**src/rtl/cache_pkg.sv**
```systemverilog
// Shared geometry, controller state encoding and tree pLRU helpers for nway_cache.
package cache_pkg;

    localparam int s_offset = 5;
    localparam int s_mask   = 32;
    localparam int s_line   = 256;

    localparam logic [1:0] ST_IDLE      = 2'd0;
    localparam logic [1:0] ST_WRITEBACK = 2'd1;
    localparam logic [1:0] ST_FILL      = 2'd2;

    typedef enum logic [1:0] {
        IDLE      = ST_IDLE,
        WRITEBACK = ST_WRITEBACK,
        FILL      = ST_FILL
    } state_t;

    // Tree depth for a legal associativity (1, 2, 4 or 8 ways).
    function automatic int unsigned plru_levels(input int unsigned n_ways);
        return (n_ways >= 8) ? 3 : (n_ways >= 4) ? 2 : (n_ways >= 2) ? 1 : 0;
    endfunction

    // Walk the heap-ordered tree from the root; a 0 bit steers left, 1 steers right.
    function automatic logic [2:0] plru_victim(input logic [6:0] tree, input int unsigned n_ways);
        logic [2:0] way;
        logic [2:0] node;
        way  = '0;
        node = '0;
        for (int unsigned lvl = 0; lvl < plru_levels(n_ways); lvl++) begin
            way  = {way[1:0], tree[node]};
            node = (node << 1) + 3'd1 + {2'b00, tree[node]};
        end
        return way;
    endfunction

    // Make every node on the path to `way` point to the opposite subtree.
    function automatic logic [6:0] plru_touch(input logic [6:0] tree, input logic [2:0] way,
                                              input int unsigned n_ways);
        logic [6:0] t;
        logic [2:0] node;
        logic [1:0] bit_sel;
        logic       b;
        t    = tree;
        node = '0;
        for (int unsigned lvl = 0; lvl < plru_levels(n_ways); lvl++) begin
            bit_sel = 2'(plru_levels(n_ways) - 1 - lvl);
            b       = way[bit_sel];
            t[node] = ~b;
            node    = (node << 1) + 3'd1 + {2'b00, b};
        end
        return t;
    endfunction

endpackage

```
**src/rtl/cache_way.sv**
```systemverilog
// One way of the cache: line data with byte mask, tag, valid and dirty per set.
module cache_way
    import cache_pkg::*;
#(
    parameter int s_index = 3
) (
    input  logic                          clk,
    input  logic                          rst,
    input  logic [s_index-1:0]            index,
    input  logic [s_mask-1:0]             data_mask,
    input  logic [s_line-1:0]             data_in,
    input  logic                          tag_load,
    input  logic [31-s_offset-s_index:0]  tag_in,
    input  logic                          valid_load,
    input  logic                          valid_in,
    input  logic                          dirty_load,
    input  logic                          dirty_in,
    output logic [s_line-1:0]             data_out,
    output logic [31-s_offset-s_index:0]  tag_out,
    output logic                          valid_out,
    output logic                          dirty_out
);

    localparam int num_sets = 2 ** s_index;

    logic [s_line-1:0]            data  [num_sets];
    logic [31-s_offset-s_index:0] tag   [num_sets];
    logic [num_sets-1:0]          valid;
    logic [num_sets-1:0]          dirty;

    // Status bits are cleared by reset; data and tag keep stale contents.
    always_ff @(posedge clk) begin
        if (rst) begin
            valid <= '0;
            dirty <= '0;
        end else begin
            if (valid_load) valid[index] <= valid_in;
            if (dirty_load) dirty[index] <= dirty_in;
        end
    end

    // Byte-masked line write and tag load.
    always_ff @(posedge clk) begin
        for (int unsigned b = 0; b < s_mask; b++) begin
            if (data_mask[b]) data[index][8*b +: 8] <= data_in[8*b +: 8];
        end
        if (tag_load) tag[index] <= tag_in;
    end

    assign data_out  = data[index];
    assign tag_out   = tag[index];
    assign valid_out = valid[index];
    assign dirty_out = dirty[index];

endmodule

```
**src/rtl/nway_cache.sv**
```systemverilog
// N-way set-associative write-back, write-allocate line cache with pLRU replacement.
module nway_cache
    import cache_pkg::*;
#(
    parameter int          s_index = 3,
    parameter int unsigned ways    = 2
) (
    input  logic              clk,
    input  logic              rst,
    input  logic [31:0]       mem_address,
    input  logic              mem_read,
    input  logic              mem_write,
    input  logic [s_mask-1:0] mem_byte_enable,
    input  logic [s_line-1:0] mem_wdata,
    output logic [s_line-1:0] mem_rdata,
    output logic              mem_resp,
    output logic [31:0]       pmem_address,
    output logic              pmem_read,
    output logic              pmem_write,
    output logic [s_line-1:0] pmem_wdata,
    input  logic [s_line-1:0] pmem_rdata,
    input  logic              pmem_resp
);

    localparam int s_tag    = 32 - s_offset - s_index;
    localparam int num_sets = 2 ** s_index;
    localparam int way_w    = (ways > 1) ? $clog2(ways) : 1;

    logic [s_tag-1:0]   tag_req;
    logic [s_index-1:0] idx;
    logic [4:0]         offset_unused;

    logic [s_line-1:0]  way_data [ways];
    logic [s_tag-1:0]   way_tag  [ways];
    logic [ways-1:0]    way_valid, way_dirty;
    logic [s_mask-1:0]  way_mask [ways];
    logic [ways-1:0]    tag_load, valid_load, dirty_load;
    logic [s_line-1:0]  data_in;
    logic               dirty_in;

    state_t             state, state_next;
    logic [way_w-1:0]   victim_q, victim_next, victim_pick, hit_way, first_invalid;
    logic               hit, has_invalid, plru_we;
    logic [6:0]         plru [num_sets];
    logic [6:0]         plru_touched;

    assign tag_req       = mem_address[31:s_offset+s_index];
    assign idx           = mem_address[s_offset+s_index-1:s_offset];
    assign offset_unused = mem_address[4:0];

    for (genvar w = 0; w < ways; w++) begin : g_way
        cache_way #(.s_index(s_index)) u_way (
            .clk        (clk),
            .rst        (rst),
            .index      (idx),
            .data_mask  (way_mask[w]),
            .data_in    (data_in),
            .tag_load   (tag_load[w]),
            .tag_in     (tag_req),
            .valid_load (valid_load[w]),
            .valid_in   (1'b1),
            .dirty_load (dirty_load[w]),
            .dirty_in   (dirty_in),
            .data_out   (way_data[w]),
            .tag_out    (way_tag[w]),
            .valid_out  (way_valid[w]),
            .dirty_out  (way_dirty[w])
        );
    end

    // Tag compare across ways and victim choice (invalid ways before pLRU).
    always_comb begin
        hit           = 1'b0;
        hit_way       = '0;
        has_invalid   = 1'b0;
        first_invalid = '0;
        for (int unsigned w = 0; w < ways; w++) begin
            if (way_valid[w] && (way_tag[w] == tag_req) && !hit) begin
                hit     = 1'b1;
                hit_way = way_w'(w);
            end
            if (!way_valid[w] && !has_invalid) begin
                has_invalid   = 1'b1;
                first_invalid = way_w'(w);
            end
        end
        victim_pick  = has_invalid ? first_invalid : way_w'(plru_victim(plru[idx], ways));
        plru_touched = plru_touch(plru[idx], 3'(hit_way), ways);
    end

    // Controller outputs and array write strobes; reset suppresses every write.
    always_comb begin
        state_next   = state;
        victim_next  = victim_q;
        mem_resp     = 1'b0;
        mem_rdata    = way_data[hit_way];
        pmem_read    = 1'b0;
        pmem_write   = 1'b0;
        pmem_address = '0;
        pmem_wdata   = way_data[victim_q];
        data_in      = mem_wdata;
        dirty_in     = 1'b0;
        tag_load     = '0;
        valid_load   = '0;
        dirty_load   = '0;
        plru_we      = 1'b0;
        for (int unsigned w = 0; w < ways; w++) way_mask[w] = '0;

        case (state)
            IDLE: begin
                if (mem_read || mem_write) begin
                    if (hit) begin
                        mem_resp = 1'b1;
                        plru_we  = 1'b1;
                        if (mem_write) begin
                            way_mask[hit_way]   = mem_byte_enable;
                            dirty_load[hit_way] = 1'b1;
                            dirty_in            = 1'b1;
                        end
                    end else begin
                        victim_next = victim_pick;
                        state_next  = (way_valid[victim_pick] && way_dirty[victim_pick])
                                      ? WRITEBACK : FILL;
                    end
                end
            end
            WRITEBACK: begin
                pmem_write   = 1'b1;
                pmem_address = {way_tag[victim_q], idx, 5'b0};
                if (pmem_resp) state_next = FILL;
            end
            FILL: begin
                pmem_read    = 1'b1;
                pmem_address = {tag_req, idx, 5'b0};
                if (pmem_resp) begin
                    data_in              = pmem_rdata;
                    way_mask[victim_q]   = '1;
                    tag_load[victim_q]   = 1'b1;
                    valid_load[victim_q] = 1'b1;
                    dirty_load[victim_q] = 1'b1;
                    state_next           = IDLE;
                end
            end
            default: state_next = IDLE;
        endcase

        if (rst) begin
            mem_resp     = 1'b0;
            pmem_read    = 1'b0;
            pmem_write   = 1'b0;
            pmem_address = '0;
            tag_load     = '0;
            valid_load   = '0;
            dirty_load   = '0;
            plru_we      = 1'b0;
            for (int unsigned w = 0; w < ways; w++) way_mask[w] = '0;
        end
    end

    // State, latched victim and per-set pLRU trees.
    always_ff @(posedge clk) begin
        if (rst) begin
            state    <= IDLE;
            victim_q <= '0;
            for (int unsigned s = 0; s < num_sets; s++) plru[s] <= '0;
        end else begin
            state    <= state_next;
            victim_q <= victim_next;
            if (plru_we) plru[idx] <= plru_touched;
        end
    end

endmodule
```
**config.mk**
```make
export PLATFORM = sky130hd
export DESIGN_NAME = nway_cache
export DESIGN_NICKNAME = d
export VERILOG_FILES = /design/src/rtl/cache_pkg.sv /design/src/rtl/cache_way.sv /design/src/rtl/nway_cache.sv
export SDC_FILE = /design/constraint.sdc
export NUM_CORES = 2
export LEC_CHECK = 0
export ABC_CLOCK_PERIOD_IN_PS = 5100
export CAP_MARGIN = 5
export CORE_MARGIN = 5
export CORE_UTILIZATION = 45
export CTS_CLUSTER_SIZE = 24
export DETAILED_ROUTE_END_ITERATION = 8
export DONT_BUFFER_PORTS = 1
export HOLD_SLACK_MARGIN = 0.15
export PLACE_DENSITY_LB_ADDON = 0.05
export SLEW_MARGIN = 10
export SYNTH_ARGS = -nofsm -noshare
export SYNTH_HDL_FRONTEND = slang
export SYNTH_HIERARCHICAL = 1
export SYNTH_MEMORY_MAX_BITS = 65536
export SYNTH_SLANG_ARGS = --single-unit
```
**constraint.sdc**
```tcl
create_clock -name clk -period 5.1 [get_ports clk]
set_input_delay 0.765 -clock clk [delete_from_list [all_inputs] [get_ports clk]]
set_output_delay 0.765 -clock clk [all_outputs]
set_load 0.02 [all_outputs]
```
==> impl_metrics.py <==
metrics = {
    "synthesis": {
        "synth-seq-area-share_pct": 73.2,
        "syn_area_per_cell_um2": 21.9,
        "synth-async-reset-ratio_pct": 0,
        "synthFlopType": "edfxtp_1",
        "synth_edf_count": 4488,
        "ys.warnings.count": 6,
        "synthDistinctLibCells": 51,
        "synth-seq-cells": 4523,
        "syn_inst": 8456,
        "synthesis.area_um2": 185000,
    },
    "floorplanning": {
        "die-height_um": 652,
        "ios": 1128,
        "initial_core_util_pct": 45.2,
        "die_area_um2": 424000,
        "coreArea_um2": 410000,
        "dieWidth_um": 652,
        "placementRows": 235,
    },
    "sta": {
        "hold_viol_final": 0,
        "setup_tns_ns": -71.09,
        "timing.final.ws_setup_ns": -0.260,
        "setup_viol": 1305,
        "tightest_slew_ns": 1.48,
        "hold_ws_ns": 0.259,
        "clock_skew_ns": 0.0462,
        "relSlewSlack_pct": 1.60,
        "rsz0062_at_grt": "yes",
        "max_freq_ghz": 0.187,
        "fin_crit_ns": 5.36,
        "slew_violations": 0,
        "min_period_over_period_pct": 105,
    },
    "critical_path": {
        "crit_chain": "buf_16 > buf_16 > buf_12 > mux4_2 > mux2_2 > xor2_1 > nor4_2 > and3_4 > nand3_2 > a211oi_4 > buf_4 > buf_12 > buf_16 > buf_12 > clkbuf_16 > mux2_4",
        "ff2ff_path_depth": 19,
        "r2r-start": "g_way[1].u_way/tag[6][14]",
        "startpoint_type": "input port",
        "slowest_stage": "mux4_2",
        "critPathTopFamily": "buffers and inverters",
        "rrSetupSlack_ns": 0.09,
        "crit_required_ns": 4.34,
        "critPathCaptureType": "output port",
        "max_stage_delay_ns": 0.40,
        "timing.rr.end": "g_way[1].u_way/data[4][203]",
        "worstSetupPathType": "input port to output port",
        "worst-path-buf-inv": 8,
        "cp_data_arrival_time_ns": 4.60,
        "cp_max_fo": 122,
    },
    "routing": {
        "route.detailed.drc": 0,
        "vias": 89300,
        "via_per_inst": 5.84,
        "wl_per_cell_um": 33.0,
        "postRouteAntennaNets": 2,
        "drt_first_pass_iters": 5,
        "wirelength_mm": 505,
        "drt_iter0_drc": 7833,
    },
    "power": {
        "p_switching_mw": 17.9,
        "ir_drop_mv": 0.301,
        "power_frac_comb_pct": 7.1,
        "power_density_nw_per_um2": 365,
        "p_leak_nw": 70.7,
        "pwr-share-clk_pct": 41.2,
        "pwr-share-seq_pct": 51.7,
        "power_switching_share_pct": 22.3,
        "p_int_mw": 62.3,
    },
    "clocking": {
        "clock_tree.root_cell": "clkbuf_16",
        "cts_tree": "done",
        "clock_sinks": 4523,
        "path_clk_slew_ns": 0.06,
        "insertion_delay_ns": 1.00,
        "cts_buffer_depth": 4,
        "tritoncts.num_buffers": 468,
        "h-tree-depth": 5,
    },
    "cells_and_area": {
        "mostFrequentLayoutCell": "edfxtp_1",
        "multi_input_area_um2": 47900,
        "final_nets": 9955,
        "fillers": 31400,
        "final_cell_mix": "4488 x edfxtp_1, 1126 x mux4_2, 1103 x mux2_2",
        "regArea_um2": 135000,
        "drive_gt1_share_pct": 42.6,
        "fin_cells": 15300,
        "syn2layout_area_growth_pct": 18.5,
    },
    "outcome": {
        "violations": "antenna violations, negative setup slack",
        "status": "finished with violations",
    },
    "global_route": {
        "grt.total_usage_pct": 23.0,
        "grt_max_degree": 602,
        "grt_first_pass_wirelength_mm": 700,
        "antenna_found_initial": 38,
        "grt_overflow": 0,
        "grt_pass1_vias": 91800,
    },
    "placement": {
        "portBuffers": 0,
        "dp_hpwl_mm": 303,
        "dp_cells": 14200,
        "globalplace.congestion": 0.785,
    },
    "worst_hold_path": {
        "holdPathStages": 1,
        "min-delay-path-class": "input port to flop",
        "min_from": "pmem_rdata[38]",
        "min_to": "g_way[0].u_way/data[1][38]",
    },
    "job": {
        "max_cap_violations": 0,
    },
}
==> area by class of cell <==
class / instances / share of cell area, %
Sequential cell: 4523 / 61.7
Multi-Input combinational cell: 3424 / 21.8
Timing Repair Buffer: 951 / 6.51
Clock buffer: 557 / 5.53
Tap cell: 5451 / 3.11
Clock inverter: 304 / 1.21
Antenna cell: 69 / 0.0787
Inverter: 3 / 0.00513
==> stage by stage <==
| stage | utilization (%) | area (µm²) | setup slack (ns) | power [mW] |
|---|---|---|---|---|
| after floorplan | - | 185000 | 0.513 | 45.8 |
| final | 53.5 | 219000 | -0.260 | 80.2 |
| after CTS | 53.1 | 218000 | -0.158 | 80.9 |
| after global placement | 49.0 | 201000 | -2.07 | 47.6 |
| after detailed placement | 49.0 | 201000 | -1.86 | 47.6 |
| after global routing | 53.5 | 219000 | -0.229 | 82.9 |
==> power groups by stage <==
stage	sequential, mW	clock (mW)	combinational, mW
after detailed placement	42.3	0	5.40
after global placement	42.2	0	5.31
after CTS	41.5	33.8	5.63
after floorplan	42.2	0	3.53
after global routing	41.4	35.4	6.02
final	41.5	33.0	5.72
==> registers in the layout, indices dropped and copies added, names as in the netlist <==
name,cells
g_way.u_way/dirty,16
g_way.u_way/tag,384
g_way.u_way/data,4096
plru,8
victim_q,1
state,2
g_way.u_way/valid,16
==> repair_timing <==
item	CTS	global route
gates cloned	35	27
setup endpoints to repair	4434	2338
gates resized for setup	326	239
hold buffers	30	1
pin swaps	6	6
hold endpoints to repair	435	16
setup buffers	18	27
==> synth_stat cells (all sizes together) (7+ instances only) <==
cell type     n  area share [%]
edfxtp     4488              73
mux2       1354             8.2
mux4       1126              14
and2        534             1.8
buf         294             1.2
clkbuf      217            0.44
nor2         47           0.095
nand3        42            0.11
a21oi        36           0.097
dfxtp        35            0.38
xnor2        34            0.16
a21o         32            0.13
o21a         32            0.13
a21bo        28            0.15
a22oi        24           0.097
nand4        18           0.061
nand2        15           0.030
xor2         14           0.066
nor3          8           0.027
o21bai        8           0.032
nand2b        7           0.024
nor4          7           0.024
==> per-layer routing <==
metal  vias up  routed length (µm)  global-route usage [%]
met5         -                 249                       0
met4        12               13300                    5.53
met3       653               31800                    3.09
met2      3228              256000                    39.4
met1     48200              203000                    31.5
li1      37200                   -                       -
==> worst max-delay path by stage <==
stage | slack [ns] | to | cells after the start | start
finish | -0.26 | mem_rdata[112] | 16 | mem_address[5]
global route | -0.23 | mem_rdata[44] | 14 | g_way[1].u_way/tag[7][3]
CTS | -0.16 | mem_rdata[112] | 13 | g_way[1].u_way/tag[7][6]
global placement | -2.07 | g_way[1].u_way/data[2][88] | 16 | mem_address[5]
detailed placement | -1.86 | g_way[1].u_way/data[7][83] | 16 | mem_address[5]
floorplan | 0.51 | mem_rdata[226] | 13 | mem_address[7]
==> cells by family after synthesis <==
group,Yosys count,share of synthesized area [%]
muxes,2486,22.0
DFF,4523,73.2
buffers and inverters,514,1.63
and+or+nand+nor,705,2.32
xor gates and xnor gates,48,0.227
adders and majority gates,3,0.0203
other,2,0.00406
AOI/OAI and AO/OA,175,0.696
Power figures use the tool's default switching activity.
